**src/rtl/vga_pkg.sv**
```systemverilog
// Shared timing constants, RGB332 palette and output payload for the VGA controller.
// Optional feature macro: VGA_BORDER_EN (red 1-pixel frame around the active area).
package vga_pkg;

   localparam int unsigned H_SYNC   = 96;
   localparam int unsigned H_BACK   = 48;
   localparam int unsigned H_ACTIVE = 640;
   localparam int unsigned H_FRONT  = 16;
   localparam int unsigned V_SYNC   = 2;
   localparam int unsigned V_BACK   = 33;
   localparam int unsigned V_ACTIVE = 480;
   localparam int unsigned V_FRONT  = 10;
   localparam int unsigned BAR_W    = 80;

   localparam int unsigned H_TOTAL     = H_SYNC + H_BACK + H_ACTIVE + H_FRONT;
   localparam int unsigned V_TOTAL     = V_SYNC + V_BACK + V_ACTIVE + V_FRONT;
   localparam int unsigned H_ACT_START = H_SYNC + H_BACK;
   localparam int unsigned V_ACT_START = V_SYNC + V_BACK;
   localparam int unsigned H_ACT_END   = H_ACT_START + H_ACTIVE;
   localparam int unsigned V_ACT_END   = V_ACT_START + V_ACTIVE;

   localparam int unsigned CNT_W     = 10;
   localparam int unsigned RGB_W     = 8;
   localparam int unsigned BAR_N     = 8;
   localparam int unsigned BAR_IDX_W = 3;

   localparam logic [RGB_W-1:0] RGB_WHITE   = 8'hFF;
   localparam logic [RGB_W-1:0] RGB_YELLOW  = 8'hFC;
   localparam logic [RGB_W-1:0] RGB_CYAN    = 8'h1F;
   localparam logic [RGB_W-1:0] RGB_GREEN   = 8'h1C;
   localparam logic [RGB_W-1:0] RGB_MAGENTA = 8'hE3;
   localparam logic [RGB_W-1:0] RGB_RED     = 8'hE0;
   localparam logic [RGB_W-1:0] RGB_BLUE    = 8'h03;
   localparam logic [RGB_W-1:0] RGB_BLACK   = 8'h00;

   // Bar colours left to right across the visible line.
   localparam logic [RGB_W-1:0] BAR_COLOUR [BAR_N] = '{
      RGB_WHITE, RGB_YELLOW, RGB_CYAN, RGB_GREEN,
      RGB_MAGENTA, RGB_RED, RGB_BLUE, RGB_BLACK
   };

   typedef struct packed {
      logic             hs;
      logic             vs;
      logic [RGB_W-1:0] rgb;
   } vga_pins_t;

   // Syncs are active low, so the idle (reset) state drives them high.
   localparam vga_pins_t PINS_RESET = '{hs: 1'b1, vs: 1'b1, rgb: RGB_BLACK};

   function automatic logic [BAR_IDX_W-1:0] bar_index(input logic [CNT_W-1:0] x);
      return BAR_IDX_W'(x / CNT_W'(BAR_W));
   endfunction

endpackage

```
**src/rtl/vga_timing.sv**
```systemverilog
// Pixel-enable divider and horizontal/vertical raster counters for 640x480@60.
// Counters step once per two system clocks and restart cleanly on reset.
module vga_timing
   import vga_pkg::*;
(
   input  logic             clk,
   input  logic             rst,
   output logic [CNT_W-1:0] h_cnt,
   output logic [CNT_W-1:0] v_cnt,
   output logic             h_active,
   output logic             v_active
);

   logic pix_en;
   logic h_last;
   logic v_last;

   assign h_last = (h_cnt == CNT_W'(H_TOTAL - 1));
   assign v_last = (v_cnt == CNT_W'(V_TOTAL - 1));

   // Divide-by-two enable: counters move on edges where pix_en is already 1.
   always_ff @(posedge clk or posedge rst) begin
      if (rst) begin
         pix_en <= 1'b0;
      end else begin
         pix_en <= ~pix_en;
      end
   end

   always_ff @(posedge clk or posedge rst) begin
      if (rst) begin
         h_cnt <= '0;
         v_cnt <= '0;
      end else if (pix_en) begin
         if (h_last) begin
            h_cnt <= '0;
            if (v_last) begin
               v_cnt <= '0;
            end else begin
               v_cnt <= v_cnt + CNT_W'(1);
            end
         end else begin
            h_cnt <= h_cnt + CNT_W'(1);
         end
      end
   end

   assign h_active = (h_cnt >= CNT_W'(H_ACT_START)) && (h_cnt < CNT_W'(H_ACT_END));
   assign v_active = (v_cnt >= CNT_W'(V_ACT_START)) && (v_cnt < CNT_W'(V_ACT_END));

endmodule

```
**src/rtl/vga_control.sv**
```systemverilog
// Fixed-mode 640x480@60 VGA controller producing syncs and an RGB332 colour-bar pattern.
// Define VGA_BORDER_EN to overlay a 1-pixel red frame on the active area.
module vga_control
   import vga_pkg::*;
(
   input  logic       clk,
   input  logic       rst,
   output logic       vga_hs,
   output logic       vga_vs,
   output logic [7:0] vga_rgb
);

   logic [CNT_W-1:0] h_cnt;
   logic [CNT_W-1:0] v_cnt;
   logic             h_active;
   logic             v_active;
   logic [CNT_W-1:0] x;
   logic [RGB_W-1:0] pattern;
   vga_pins_t        pins_next;
   vga_pins_t        pins_q;

   vga_timing u_timing (
      .clk      (clk),
      .rst      (rst),
      .h_cnt    (h_cnt),
      .v_cnt    (v_cnt),
      .h_active (h_active),
      .v_active (v_active)
   );

   // Active-area column; meaningless outside the visible window, where it is gated off.
   assign x = h_cnt - CNT_W'(H_ACT_START);

`ifdef VGA_BORDER_EN
   logic [CNT_W-1:0] y;
   logic             border;

   assign y      = v_cnt - CNT_W'(V_ACT_START);
   assign border = (x == '0) || (x == CNT_W'(H_ACTIVE - 1)) ||
                   (y == '0) || (y == CNT_W'(V_ACTIVE - 1));
`endif

   // Pattern decode: bars in the visible window, black during blanking.
   always_comb begin
      pattern = RGB_BLACK;
      if (h_active && v_active) begin
         pattern = BAR_COLOUR[bar_index(x)];
`ifdef VGA_BORDER_EN
         if (border) begin
            pattern = RGB_RED;
         end
`endif
      end
   end

   always_comb begin
      pins_next     = PINS_RESET;
      pins_next.hs  = (h_cnt >= CNT_W'(H_SYNC));
      pins_next.vs  = (v_cnt >= CNT_W'(V_SYNC));
      pins_next.rgb = pattern;
   end

   // Every output is registered, one clk behind the counters.
   always_ff @(posedge clk or posedge rst) begin
      if (rst) begin
         pins_q <= PINS_RESET;
      end else begin
         pins_q <= pins_next;
      end
   end

   assign vga_hs  = pins_q.hs;
   assign vga_vs  = pins_q.vs;
   assign vga_rgb = pins_q.rgb;

endmodule

```
**config.mk**
```make
export PLATFORM = sky130hd
export DESIGN_NAME = vga_control
export DESIGN_NICKNAME = d
export VERILOG_FILES = /design/src/rtl/vga_pkg.sv /design/src/rtl/vga_timing.sv /design/src/rtl/vga_control.sv
export SDC_FILE = /design/constraint.sdc
export NUM_CORES = 1
export LEC_CHECK = 0
export BUFFER_PORTS_ARGS = -buffer_cell sky130_fd_sc_hd__buf_2
export CORE_AREA = 2 2 59 61
export CTS_BUF_LIST = sky130_fd_sc_hd__clkbuf_2
export DETAILED_ROUTE_END_ITERATION = 16
export DIE_AREA = 0 0 61 63
export PLACE_DENSITY_LB_ADDON = 0.08
export SYNTH_ARGS = -nofsm -noshare
export SYNTH_HDL_FRONTEND = slang
export SYNTH_SLANG_ARGS = --single-unit
```
**constraint.sdc**
```tcl
create_clock -name clk -period 6.3 [get_ports clk]
set_clock_uncertainty 0.2 [all_clocks]
set_input_delay 0.315 -clock clk [delete_from_list [all_inputs] [get_ports clk]]
set_output_delay 0.315 -clock clk [all_outputs]
set_load 0.02 [all_outputs]
```
After elaboration in Yosys (flattened, before gate mapping)
Memory sizes are Yosys's and may differ from the RTL's.
Cells that the tools add are included.
- $add $sub $neg: 3
- divide/modulo/power cells: 1
- order comparisons: 7
- equal/unequal tests: 2
- multiplexer cells: 5
- bitwise logic cells: 2
- reductions and logical operators: 4
- operators by type and width (cell ; count):
    2-to-1 mux 8 bit ; 3
    adder 10 x 1 -> 10 bit (second input constant) ; 2
    equality test 10 bit (second input constant) ; 2
    less-than comparator 10 bit (second input constant) ; 2
    2-to-1 mux 10 bit ; 2
    divider 10 x 7 -> 10 bit (second input constant) ; 1
    >= comparator 10 x 2 -> 1 bit (second input constant) ; 1
    >= comparator 10 x 6 -> 1 bit (second input constant) ; 1
    >= comparator 10 x 7 -> 1 bit (second input constant) ; 1
    >= comparator 10 x 8 -> 1 bit (second input constant) ; 1
    subtractor 10 x 8 -> 10 bit (second input constant) ; 1
    >= comparator 4 bit (second input constant) ; 1
    NOT 3 -> 4 bit ; 1
    logical AND 1 bit ; 3
    AND reduction 2 bit ; 1
    NOT 1 bit ; 1
- flip-flop bits (word level): 31
- memory bits (read-only): 64
- bits of input ports: 2
- output and inout bits: 10
- word-level logic and storage cells: 31
- memories: 1
- memories (name ; depth ; bits a word ; rd ports ; clocked after Yosys merged registers in ; wr ports ; line ; source):
    (no name shown) ; 8 ; 8 ; 1 ; 0 ; 0 ; vga_control.sv:47 ; pattern = BAR_COLOUR[bar_index(x)];

Longest topological paths before layout
Gate-level depths: netlist of run 1.
- depth after elaboration: 7
- gate-level depth with buffers: 9

Cells and area by module
Synthesis of run 1 repeated with hierarchy kept, for this count alone.
- cell total of the unflattened synthesis: 185
- area total of the unflattened synthesis: 1784.2 um^2
- modules (own cells, without submodules) (module ; times used ; cells an instance ; area an instance (um^2) ; sequential area each (um^2)):
    vga_timing ; 1 ; 120 ; 1204.9 ; 525.5
    vga_control ; 1 ; 65 ; 579.3 ; 127.6

Worst setup path after synthesis of run 1
OpenSTA, ideal clock, no wires.
- path type: flip-flop to flip-flop
- start: register u_timing.h_cnt[5]
- end: register pins_q, in the netlist vga_rgb[1]
- data arrival time: 1.967 ns
- slack: 4.046 ns
- stages on the path, launching flop included: 9
- cell sequence: dfrtp_1 > clkbuf_1 > inv_1 > ha_1 > xnor2_1 > xnor3_1 > nor2_1 > a221o_1 > a211oi_2
- cells in the longest elaborated chain, start to end: 7
- elaborated cells between the ends (all ways): 11
- classes of those cells: 1 x add/sub; 1 x div; 2 x order compare; 3 x mux; 1 x bitwise; 2 x reduce/logical; 1 x memory
- RTL lines (element ; line ; source):
    from (decl) ; vga_timing.sv:8 ; output logic [CNT_W-1:0] h_cnt,
    from (signal assigned) ; vga_timing.sv:43 ; h_cnt <= h_cnt + CNT_W'(1);
    subtractor 10 x 8 -> 10 bit ; vga_control.sv:32 ; assign x = h_cnt - CNT_W'(H_ACT_START);
    divider 10 x 7 -> 10 bit ; vga_pkg.sv:52 ; return BAR_IDX_W'(x / CNT_W'(BAR_W));
    NOT 3 -> 4 bit (not written as such) ; vga_control.sv:47 ;
    memory read (8 x 8 bit) ; -- ;
    2-to-1 mux 8 bit (not written as such) (2 in series) ; vga_control.sv:47 ;
    2-to-1 mux 8 bit (*) ; vga_control.sv:46 ; if (h_active && v_active) begin
    to (signal assigned) ; vga_control.sv:68 ; pins_q <= pins_next;
    to (decl) ; vga_control.sv:20 ; vga_pins_t pins_q;
Every way passes the cells marked *; elsewhere a longest branch is shown, timed or not. The select of a mux whose other input is x is not followed.
A chain may end at the register's enable or synchronous reset.

Worst setup path after layout of run 1
Same ends and word-level chain as after synthesis.

==> metrics.txt, run 1 <==
Area contributors post-synth=dfrtp_1 36%, ha_1 6.7%, xnor2_1 5.7%; DR top layer=met4; Distinct cells, synth=47; Critical path buffers and inverters=1; crit-path max cell delay=slightly below 0.6 ns; Boundary Pins=12; DIE WIDTH=61 um; vias per cell=around 5.7; Remaining DRCs=0; WP data arrival=between 2 and 3 ns; Fillers=303; syn_nets=about 200; Worst-Margin Slew=about 0.96 ns; PostCTS Resize Cnt=0; Worst path slowest cell=dfrtp_1; RSZ-0062 raised after global routing=false; vias in the first global route=1253; non-filler instance count after layout=~230; Met3 Wirelength=roughly 120 um; root buf cell=clkbuf_2; CTS Buffer Depth=2; Setup crit end kind=flop; top cell type by total area after synthesis=dfrtp_1; maximum VDD drop=~0.11 mV; Pwr Density=about 130 nW/um2; fin crit share=0.387; Area growth, synth to finish=3.19%; worst setup path category=flop to flop; FP Rows=21; Max Cap Viol=0; pre-CTS setup slack=around 3.9 ns; critical path required time=~6.4 ns; hpwl dp=2310 um; Most used DFF post-synth=dfrtp_1; commonest non-fill, non-tap cell in the layout=dfrtp_1; gpl congestion=between 0.8 and 0.9; first-pass GRT wire length=~5500 um; initial antenna violation count=0; later-pin clock latency in the skew report=about 0.34 ns; Layout Utilization=0.538; dpl cells=between 200 and 250; delay-heaviest family, CP=XOR/XNOR gates; H-tree Lvls=1; FMAX=approximately 410 MHz; Mapped Area=between 1500 and 2000 um2; commonest cells after routing, fill and taps aside=24 x dfrtp_1, 16 x nand2_1, 16 x o21ai_0; IO buf count=11; antenna fix cells=0; Leak=0.797 nW; Routed met1 length=around 1500 um; Post-synth ARST share=1.00; Final WS setup=just under 4 ns; hold slack final=0.357 ns; CTS tree=built; worst-path maximum fanout=9; Iter 0 DRT Violations=73; Cells after Synth=about 190; Seq/Total Area, Yosys=0.388; Final ANT Viol Nets=0; status=finished, final reports clean; Startpoint Class=flop; Slew Limit Headroom=0.360; shortest period the worst path allows=2.44 ns; core footprint=about 3200 um2; Final setup viols=0; share of layout cells above drive strength 1=0.118; Synth top area share=0.356; Sink Count=26; final global-route overflow total=0; Final Max Slew Viols=0; number of buffers created by CTS=3; post-CTS setup buffers=0; post-synthesis register bit count=26; setup tns final=0 ns; Clock transition at path regs=approximately 0.22 ns; Layout Nets=200; number of synthesized flops with an enable pin=0; Hold Path Class=flop to flop; DIE HEIGHT=63 um; via count=1320; Die ar.=3840 um2; Synthesis Warnings=0; gr usage total=0.185; overall routed net length=3140 um; post-synthesis area per instance=approximately 9.1 um2; largest net degree at the start of global routing=27; DRT Pass-1 Iters=4; Fin. Hold Viols=0; hold_buf cts=1; crit-path cells=inv_1, ha_1, xnor2_1, xnor3_1, nor2_1, a221o_1, a211oi_2; drt wl/cell=~13 um; met2 WL=between 1000 and 1500 um; starting density of the core=0.521
worst reg2reg max path, stage by stage (launching register included):
cell and delay [ns]:
dfrtp_1 0.58, inv_1 0.14, ha_1 0.22, xnor2_1 0.41
xnor3_1 0.28, nor2_1 0.06, a221o_1 0.30, a211oi_2 0.18
layer usage:
layer,GRT usage,vias up
met3,0.0435,2
met4,0.0380,0
met5,0,-
met2,0.308,28
met1,0.241,632
li1,-,658
kinds of logic (layout without fill, tap and decap cells):
logic type	Yosys count	count (layout)	synth area share
AOI/OAI and AO/OA	40	40	0.151
DFF	26	26	0.388
muxes	2	2	0.0126
and+or+nand+nor	67	67	0.211
xor gates and xnor gates	17	17	0.0965
adders and majority gates	9	9	0.0668
buffers and inverters	24	26	0.0742
through the flow:
stage | area [um2] | power (mW)
floorplan | 1690 | 0.173
global placement | 1710 | 0.174
detailed placement | 1710 | 0.174
CTS | 1740 | 0.234
global route | 1740 | 0.244
finish | 1740 | 0.230
flip-flops by register name (all words and copies together), names as in the netlist:
signal	count
u_timing.v_cnt	10
vga_vs	1
u_timing.pix_en	1
u_timing.h_cnt	10
vga_hs	1
vga_rgb	3
path summary, 6_finish.rpt:
| check | end | slack, ns | cells after the start | startpoint |
|---|---|---|---|---|
| hold / removal | u_timing.v_cnt[7]$_DFFE_PP0P_ | 0.36 | 1 | u_timing.v_cnt[7]$_DFFE_PP0P_ |
| hold reg to reg | u_timing.v_cnt[7]$_DFFE_PP0P_ | 0.36 | 1 | u_timing.v_cnt[7]$_DFFE_PP0P_ |
| min in group asynchronous | u_timing.h_cnt[1]$_DFFE_PP0P_ | 0.49 | 3 | rst |
| setup reg to reg | vga_rgb[1]$_DFF_PP0_ | 3.86 | 7 | u_timing.h_cnt[5]$_DFFE_PP0P_ |
| max in group asynchronous | u_timing.h_cnt[9]$_DFFE_PP0P_ | 4.83 | 3 | rst |
| setup / recovery | vga_rgb[1]$_DFF_PP0_ | 3.86 | 7 | u_timing.h_cnt[5]$_DFFE_PP0P_ |
power by group:
group          internal (mW)  switching [mW]
registers              0.167               0
clock network         0.0130          0.0459
logic               0.000649         0.00318
cells in the mapped netlist (2+ instances only):
master    number
dfstp_2        2
o22ai_1        3
nand3_1        7
a31oi_1        3
dfrtp_1       24
and3_1         3
nand2_1       16
nor4_1         3
buf_2          4
xor2_1         5
ha_1           9
buf_4          6
nand4_1        3
nor2_1        13
o21ai_0       16
and2_1         3
xnor2_1       11
or4_1          2
inv_1         11
a21oi_1        7
clkbuf_1       2
nor3_1         6
nor3b_1        2
layout make-up:
type,instances,area (um2),area share
clock buffers,3,15.0,0.00863
inverters,11,41.3,0.0237
multi-input cells,135,907,0.522
flip-flops and latches,26,653,0.376
well taps,46,57.6,0.0331
repair buffers,12,65.1,0.0374
(Power assumes the default switching activity.)
==> inputs of run 2 (changes only) <==
==> constraint.sdc (replaced) <==
create_clock -name clk -period 2.5 [get_ports clk]
set_clock_uncertainty 0.2 [all_clocks]
set_input_delay 0.125 -clock clk [delete_from_list [all_inputs] [get_ports clk]]
set_output_delay 0.125 -clock clk [all_outputs]
set_load 0.02 [all_outputs]
==> run 2 against run 1 <==
Compared with the run above: count of clock-buffer cells in the layout stayed put; hold slack got worse by 0.10 ns; total power rose to 3.1 times the previous value; clock power grew to 4.7 times the previous value; global-route usage rose by 0.68 points; non-clock buffer count grew 5; critical path type unchanged; highest routed layer unchanged.
==> metrics.txt, run 2 (synthesized netlist as in run 1, its figures left out) <==
status=finished, final reports clean (unchanged); vias per cell=5.65 (was 5.67); Logic pwr share=0.014 (was 0.017); total power=0.707 mW (was 0.230 mW); Clock transition at path regs=0.27 ns (was 0.22 ns); first-pass GRT wire length=5780 um (was 5530 um); initial antenna violation count=0 (unchanged); core footprint=3230 um2 (unchanged); Pwr Density=388 nW/um2 (was 132 nW/um2); Final ANT Viol Nets=0 (unchanged); Final Max Slew Viols=0 (unchanged); Critical path buffers and inverters=0 (was 1); crit-path max cell delay=0.69 ns (was 0.58 ns); later-pin clock latency in the skew report=0.38 ns (was 0.34 ns); delay-heaviest family, CP=compound AO/OA/AOI/OAI gates (was XOR/XNOR gates); gpl congestion=0.824 (was 0.840); overall routed net length=3230 um (was 3140 um); Final setup viols=0 (unchanged); crit-path cells=and3b_1, o21ai_0, o21ai_1, and2_1, a221o_1, a211oi_2 (was inv_1, ha_1, xnor2_1, xnor3_1, nor2_1, a221o_1, a211oi_2); Fin. Hold Viols=0 (unchanged); Boundary Pins=12 (unchanged); Layout Nets=205 (was 200); CTS tree=built (unchanged); Int Power=0.561 mW (was 0.181 mW); RR Startpoint=u_timing.h_cnt[7]$_DFFE_PP0P_ (was u_timing.h_cnt[5]$_DFFE_PP0P_); largest net degree at the start of global routing=27 (unchanged); Iter 0 DRT Violations=64 (was 73); gr usage total=0.192 (was 0.185); FMAX=417 MHz (was 411 MHz); Leak=0.835 nW (was 0.797 nW); shortest period the worst path allows=2.40 ns (was 2.44 ns); commonest non-fill, non-tap cell in the layout=dfrtp_1 (unchanged); vias in the first global route=1305 (was 1253); drt wl/cell=13.5 um (about the same); Startpoint Class=flop (unchanged); hpwl dp=2320 um (was 2310 um); Hold Path Class=input port to async pin (was flop to flop); Sink Count=26 (unchanged); Remaining DRCs=0 (unchanged); worst setup path category=flop to flop (unchanged); DRT Pass-1 Iters=4 (unchanged); CTS Buffer Depth=2 (unchanged); final global-route overflow total=0 (unchanged); post-CTS setup buffers=0 (unchanged); commonest cells after routing, fill and taps aside=21 x dfrtp_1, 16 x nand2_1, 16 x o21ai_0 (was 24 x dfrtp_1, 16 x nand2_1, 16 x o21ai_0); critical path required time=2.61 ns (was 6.38 ns); switching pwr=0.146 mW (was 0.0491 mW); Layout Utilization=0.563 (was 0.538); number of buffers created by CTS=3 (unchanged); WP data arrival=2.51 ns (was 2.52 ns); RSZ-0062 raised after global routing=true (was false); H-tree Lvls=1 (unchanged); worst-path maximum fanout=13 (was 9); Area growth, synth to finish=8.02% (was 3.19%); share of layout cells above drive strength 1=0.171 (was 0.118); IO buf count=11 (unchanged); DIE WIDTH=61 um (unchanged); Clk pwr share=0.390 (was 0.256); Slew Limit Headroom=0.358 (was 0.360); Reg power frac=0.597 (was 0.727); Worst-Margin Slew=0.961 ns (was 0.959 ns); sw frac=0.207 (was 0.214); fin crit share=0.960 (was 0.387); via count=1351 (was 1320); DIE HEIGHT=63 um (unchanged); root buf cell=clkbuf_2 (unchanged); Setup crit end kind=flop (unchanged); CP startpoint=u_timing.h_cnt[7]$_DFFE_PP0P_ (was u_timing.h_cnt[5]$_DFFE_PP0P_); FP Rows=21 (unchanged); Max Cap Viol=0 (unchanged); Die ar.=3840 um2 (unchanged); starting density of the core=0.521 (unchanged); Worst path slowest cell=dfrtp_1 (unchanged); maximum VDD drop=0.187 mV (was 0.107 mV); antenna fix cells=0 (unchanged)
## run 2: cell count changes in the layout (fill, tap and decap cells not counted), sizes merged
cell	delta
buf	+5
bufinv	+1
## run 2: metrics by stage
step	setup WS [ns]	hold WS [ns]	cells	setup TNS (ns)	cell area, um2
floorplan	0.246	-0.0365	185	0	1690
global placement	0.232	0.183	234	0	1750
detailed placement	0.193	0.204	234	0	1750
CTS	0.145	0.303	239	0	1810
global route	-0.0123	0.315	239	-0.0123	1820
finish	0.0991	0.255	239	0	1820
## run 2: final cells by class
cell class / count / area, um2
fillers: 280 / 1410
multi-input cells: 135 / 917
flip-flops and latches: 26 / 657
repair buffers: 17 / 103
well taps: 46 / 57.6
inverters: 11 / 41.3
clock inverters: 1 / 30.0
clock buffers: 3 / 15.0
## run 2: tightest hold or removal path, cell delays in order
cell	delay, ns
dlygate4sd3_1	0.53
buf_2	0.12
inv_1	0.69
## run 2: path summary, 6_finish.rpt
kind	end	slack (ns)	cells past startpoint
worst max-delay path	vga_rgb[1]$_DFF_PP0_	0.1	6
worst min-delay path	u_timing.v_cnt[3]$_DFFE_PP0P_	0.25	3
worst max register to register	vga_rgb[1]$_DFF_PP0_	0.1	6
worst min register to register	u_timing.v_cnt[8]$_DFFE_PP0P_	0.36	1
max in group asynchronous	u_timing.h_cnt[4]$_DFFE_PP0P_	1.19	3
min in group clk	u_timing.v_cnt[8]$_DFFE_PP0P_	0.36	1
## run 2: routing by layer
metal	vias to the layer above	global-route usage	wire length (um)
met2	39	0.305	1500
li1	672	-	-
met4	0	0.0598	40
met1	635	0.262	1560
met3	5	0.0311	119
met5	-	0	0
## run 2: power by group through the flow
stage	logic [mW]	clock network (mW)	registers, mW
2_1_floorplan	0.00622	0	0.429
3_3_place_gp	0.00903	0	0.429
3_5_place_dp	0.00940	0	0.429
4_1_cts	0.0105	0.276	0.422
5_1_grt	0.0117	0.298	0.422
6_report	0.00968	0.276	0.422
## run 2: timing repair
| action | CTS | global route |
|---|---|---|
| setup endpoints to repair | 0 | 2 |
| resized for setup | 0 | 5 |
| hold buffers | 1 | 0 |
| hold endpoints to repair | 24 | 0 |
==> inputs of run 3 (changes only) <==
--- a/config.mk
+++ b/config.mk
@@ -6,11 +6,13 @@
 export NUM_CORES = 1
 export LEC_CHECK = 0
 export BUFFER_PORTS_ARGS = -buffer_cell sky130_fd_sc_hd__buf_2
-export CORE_AREA = 2 2 59 61
+export CORE_AREA = 2 2 60 62
 export CTS_BUF_LIST = sky130_fd_sc_hd__clkbuf_2
 export DETAILED_ROUTE_END_ITERATION = 16
-export DIE_AREA = 0 0 61 63
+export DIE_AREA = 0 0 62 64
 export PLACE_DENSITY_LB_ADDON = 0.08
+export SKIP_CTS_REPAIR_TIMING = 1
 export SYNTH_ARGS = -nofsm -noshare
 export SYNTH_HDL_FRONTEND = slang
+export SYNTH_HIERARCHICAL = 1
 export SYNTH_SLANG_ARGS = --single-unit
==> run 3 against run 2 <==
Compared with the run above: maximum frequency grew 3.9%; setup slack better by 0.091 ns; clock power is 41% lower; highest routed layer unchanged; count of clock-buffer cells in the layout stayed put; final cell count rose by 0.42%; global-route usage is essentially flat; sequential power is essentially flat; hold slack worse by 0.018 ns; synthesized area is 5.9% higher; critical path depth is the same; wire length up 2.8%; critical path type unchanged; largest cell class unchanged.
==> metrics.txt, run 3 <==
status=finished, final reports clean (unchanged); area post-placement=1820 um2 (was 1750 um2); shortest period the worst path allows=2.31 ns (was 2.40 ns); Hold Path Class=input port to async pin (unchanged); Final Max Slew Viols=0 (unchanged); Post-synth top cells=24 x dfrtp_1, 14 x nand2_1, 14 x nor2_1 (was 24 x dfrtp_1, 16 x nand2_1, 16 x o21ai_0); Die ar.=3970 um2 (was 3840 um2); Seq/Total Area, Yosys=0.366 (was 0.388); maximum VDD drop=0.188 mV (was 0.187 mV); gr usage total=0.192 (about the same); WP data arrival=2.40 ns (was 2.51 ns); via count=1386 (was 1351); Area growth, synth to finish=4.42% (was 8.02%); Worst path slowest cell=dfrtp_1 (unchanged); Boundary Pins=12 (unchanged); storage element area=653 um2 (was 657 um2); FP Rows=21 (unchanged); top-count cell post-synth=dfrtp_1 (unchanged); gpl congestion=0.851 (was 0.824); DIE HEIGHT=64 um (was 63 um); first-pass GRT wire length=5810 um (was 5780 um); CTS tree=built (unchanged); CP startpoint=u_timing/h_cnt[7]$_DFFE_PP0P_ (was u_timing.h_cnt[7]$_DFFE_PP0P_); vias in the first global route=1309 (was 1305); H-tree Lvls=1 (unchanged); crit-path max cell delay=0.65 ns (was 0.69 ns); setup tns final=0 ns (unchanged); Cells after Synth=185 (unchanged); design area=1860 um2 (was 1820 um2); antenna fix cells=0 (unchanged); crit path capture=vga_rgb[1]$_DFF_PP0_ (unchanged); delay-heaviest family, CP=compound AO/OA/AOI/OAI gates (unchanged); share of layout cells above drive strength 1=0.201 (was 0.171); crit-path cells=or4_1, a31oi_1, nand2_1, a31oi_1, o211ai_1, a41oi_1 (was and3b_1, o21ai_0, o21ai_1, and2_1, a221o_1, a211oi_2); r2r setup slk=0.19 ns (was 0.1 ns); Fillers=303 (was 280); post-synthesis register bit count=26 (unchanged); post-synthesis area per instance=9.64 um2 (was 9.11 um2); core footprint=3280 um2 (was 3230 um2); Critical Path Most Common Cell=a31oi_1; number of buffers created by CTS=3 (unchanged); Clock transition at path regs=0.25 ns (was 0.27 ns); Worst-Margin Slew=0.822 ns (was 0.961 ns); drt wl/cell=13.8 um (was 13.5 um); Critical path buffers and inverters=0 (unchanged); Slew Limit Headroom=0.452 (was 0.358); Sink Count=26 (unchanged); fin crit share=0.924 (was 0.960); DIE WIDTH=62 um (was 61 um); number of synthesized flops with an enable pin=0 (unchanged); Remaining DRCs=0 (unchanged); DRT Pass-1 Iters=4 (unchanged); Mapped Area=1780 um2 (was 1690 um2); Startpoint Class=flop (unchanged); critical path required time=2.59 ns (was 2.61 ns); Worst Reg-to-Reg Cells=6 (unchanged); commonest cells after routing, fill and taps aside=24 x dfrtp_1, 14 x nand2_1, 14 x nor2_1 (was 21 x dfrtp_1, 16 x nand2_1, 16 x o21ai_0); IO buf count=11 (unchanged); Final setup viols=0 (unchanged); area of the multi-input gates=998 um2 (was 917 um2); Synth top area share=0.337 (was 0.356); largest net degree at the start of global routing=22 (was 27); Max Cap Viol=0 (unchanged); Post-synth ARST share=1.00 (unchanged); critical path depth in cells=6 (unchanged); final global-route overflow total=0 (unchanged); Iter 0 DRT Violations=108 (was 64); overall routed net length=3310 um (was 3230 um); commonest non-fill, non-tap cell in the layout=dfrtp_1 (unchanged); Reg-to-Reg End=vga_rgb[1]$_DFF_PP0_ (unchanged); initial antenna violation count=0 (unchanged); starting density of the core=0.543 (was 0.521); vias per cell=5.78 (was 5.65); top cell type by total area after synthesis=dfrtp_1 (unchanged); Distinct cells, synth=53 (was 47); Pwr Density=319 nW/um2 (was 388 nW/um2); later-pin clock latency in the skew report=0.35 ns (was 0.38 ns); RSZ-0062 raised after global routing=false (was true); root buf cell=clkbuf_2 (unchanged); total power=0.595 mW (was 0.707 mW); Final ANT Viol Nets=0 (unchanged); hpwl dp=2410 um (was 2320 um); RR Startpoint=u_timing/h_cnt[7]$_DFFE_PP0P_ (was u_timing.h_cnt[7]$_DFFE_PP0P_); Area contributors post-synth=dfrtp_1 34%, ha_1 4.2%, xnor2_1 3.4% (was dfrtp_1 36%, ha_1 6.7%, xnor2_1 5.7%); Layout Nets=203 (was 205); Leak=0.881 nW (was 0.835 nW); Fin. Hold Viols=0 (unchanged); CTS Buffer Depth=2 (unchanged); Most used DFF post-synth=dfrtp_1 (unchanged); worst setup path category=flop to flop (unchanged); FMAX=433 MHz (was 417 MHz); Synthesis Warnings=6 (was 0); worst-path maximum fanout=14 (was 13); Setup crit end kind=flop (unchanged); syn_nets=193 (was 196)
run 3: cell types whose count changed in the layout (fill, tap and decap cells not counted), sizes merged, moves of 3 or more:
| cell | delta |
|---|---|
| xor2 | +3 |
| nand4 | +4 |
| o21ai | -5 |
| buf | -3 |
| xnor2 | -4 |
| o22ai | -3 |
| ha | -3 |
run 3: cell families after synthesis:
| group | Yosys count | share of synthesized area |
|---|---|---|
| and+or+nand+nor | 75 | 0.270 |
| AOI/OAI and AO/OA | 37 | 0.147 |
| DFF | 26 | 0.366 |
| buffers and inverters | 22 | 0.0743 |
| xor gates and xnor gates | 15 | 0.0778 |
| adders and majority gates | 6 | 0.0421 |
| muxes | 4 | 0.0231 |
run 3: metal layers:
layer	track usage	part of all wire	wire, um
met5	0	0	0
met4	0.0612	0.0081	27
met3	0.0243	0.037	122
met2	0.316	0.51	1680
met1	0.254	0.45	1490
run 3: final cells by class:
| type | instances | share of cell area |
|---|---|---|
| sequential | 26 | 0.351 |
| clock inverter | 1 | 0.00201 |
| inverter | 12 | 0.0242 |
| clock buffer | 3 | 0.00806 |
| multi-input combinational | 137 | 0.536 |
| tap | 46 | 0.0309 |
| timing repair buffer | 15 | 0.0484 |
run 3: stage by stage:
| stage | instances | hold WS (ns) | setup WS [ns] | util |
|---|---|---|---|---|
| after floorplan | 185 | -0.298 | 0.123 | - |
| after global placement | 234 | -0.172 | 0.342 | 0.555 |
| after global routing | 240 | 0.288 | 0.0360 | 0.567 |
| after CTS | 238 | -0.613 | 0.204 | 0.561 |
| final | 240 | 0.236 | 0.190 | 0.567 |
| after detailed placement | 234 | -0.167 | 0.252 | 0.555 |
run 3: worst min path at each step:
| stage | depth (start not counted) | slack [ns] | start | to |
|---|---|---|---|---|
| final | 3 | 0.24 | rst | u_timing/v_cnt[8]$_DFFE_PP0P_ |
| after detailed placement | 2 | -0.17 | rst | vga_rgb[6]$_DFF_PP0_ |
| after CTS | 2 | -0.61 | rst | vga_rgb[6]$_DFF_PP0_ |
| after floorplan | 1 | -0.30 | rst | vga_rgb[1]$_DFF_PP0_ |
| after global routing | 3 | 0.29 | rst | u_timing/v_cnt[5]$_DFFE_PP0P_ |
| after global placement | 2 | -0.17 | rst | vga_rgb[4]$_DFF_PP0_ |
run 3: worst min-delay path, cell delays in order:
cell and delay (ns):
dlygate4sd3_1 0.53, buf_2 0.12, inv_1 0.59
run 3: power by group:
group / total, mW / internal, mW / switching, mW
logic: 0.0115 / 0.00280 / 0.00868
clock network: 0.162 / 0.0348 / 0.127
registers: 0.422 / 0.422 / 0
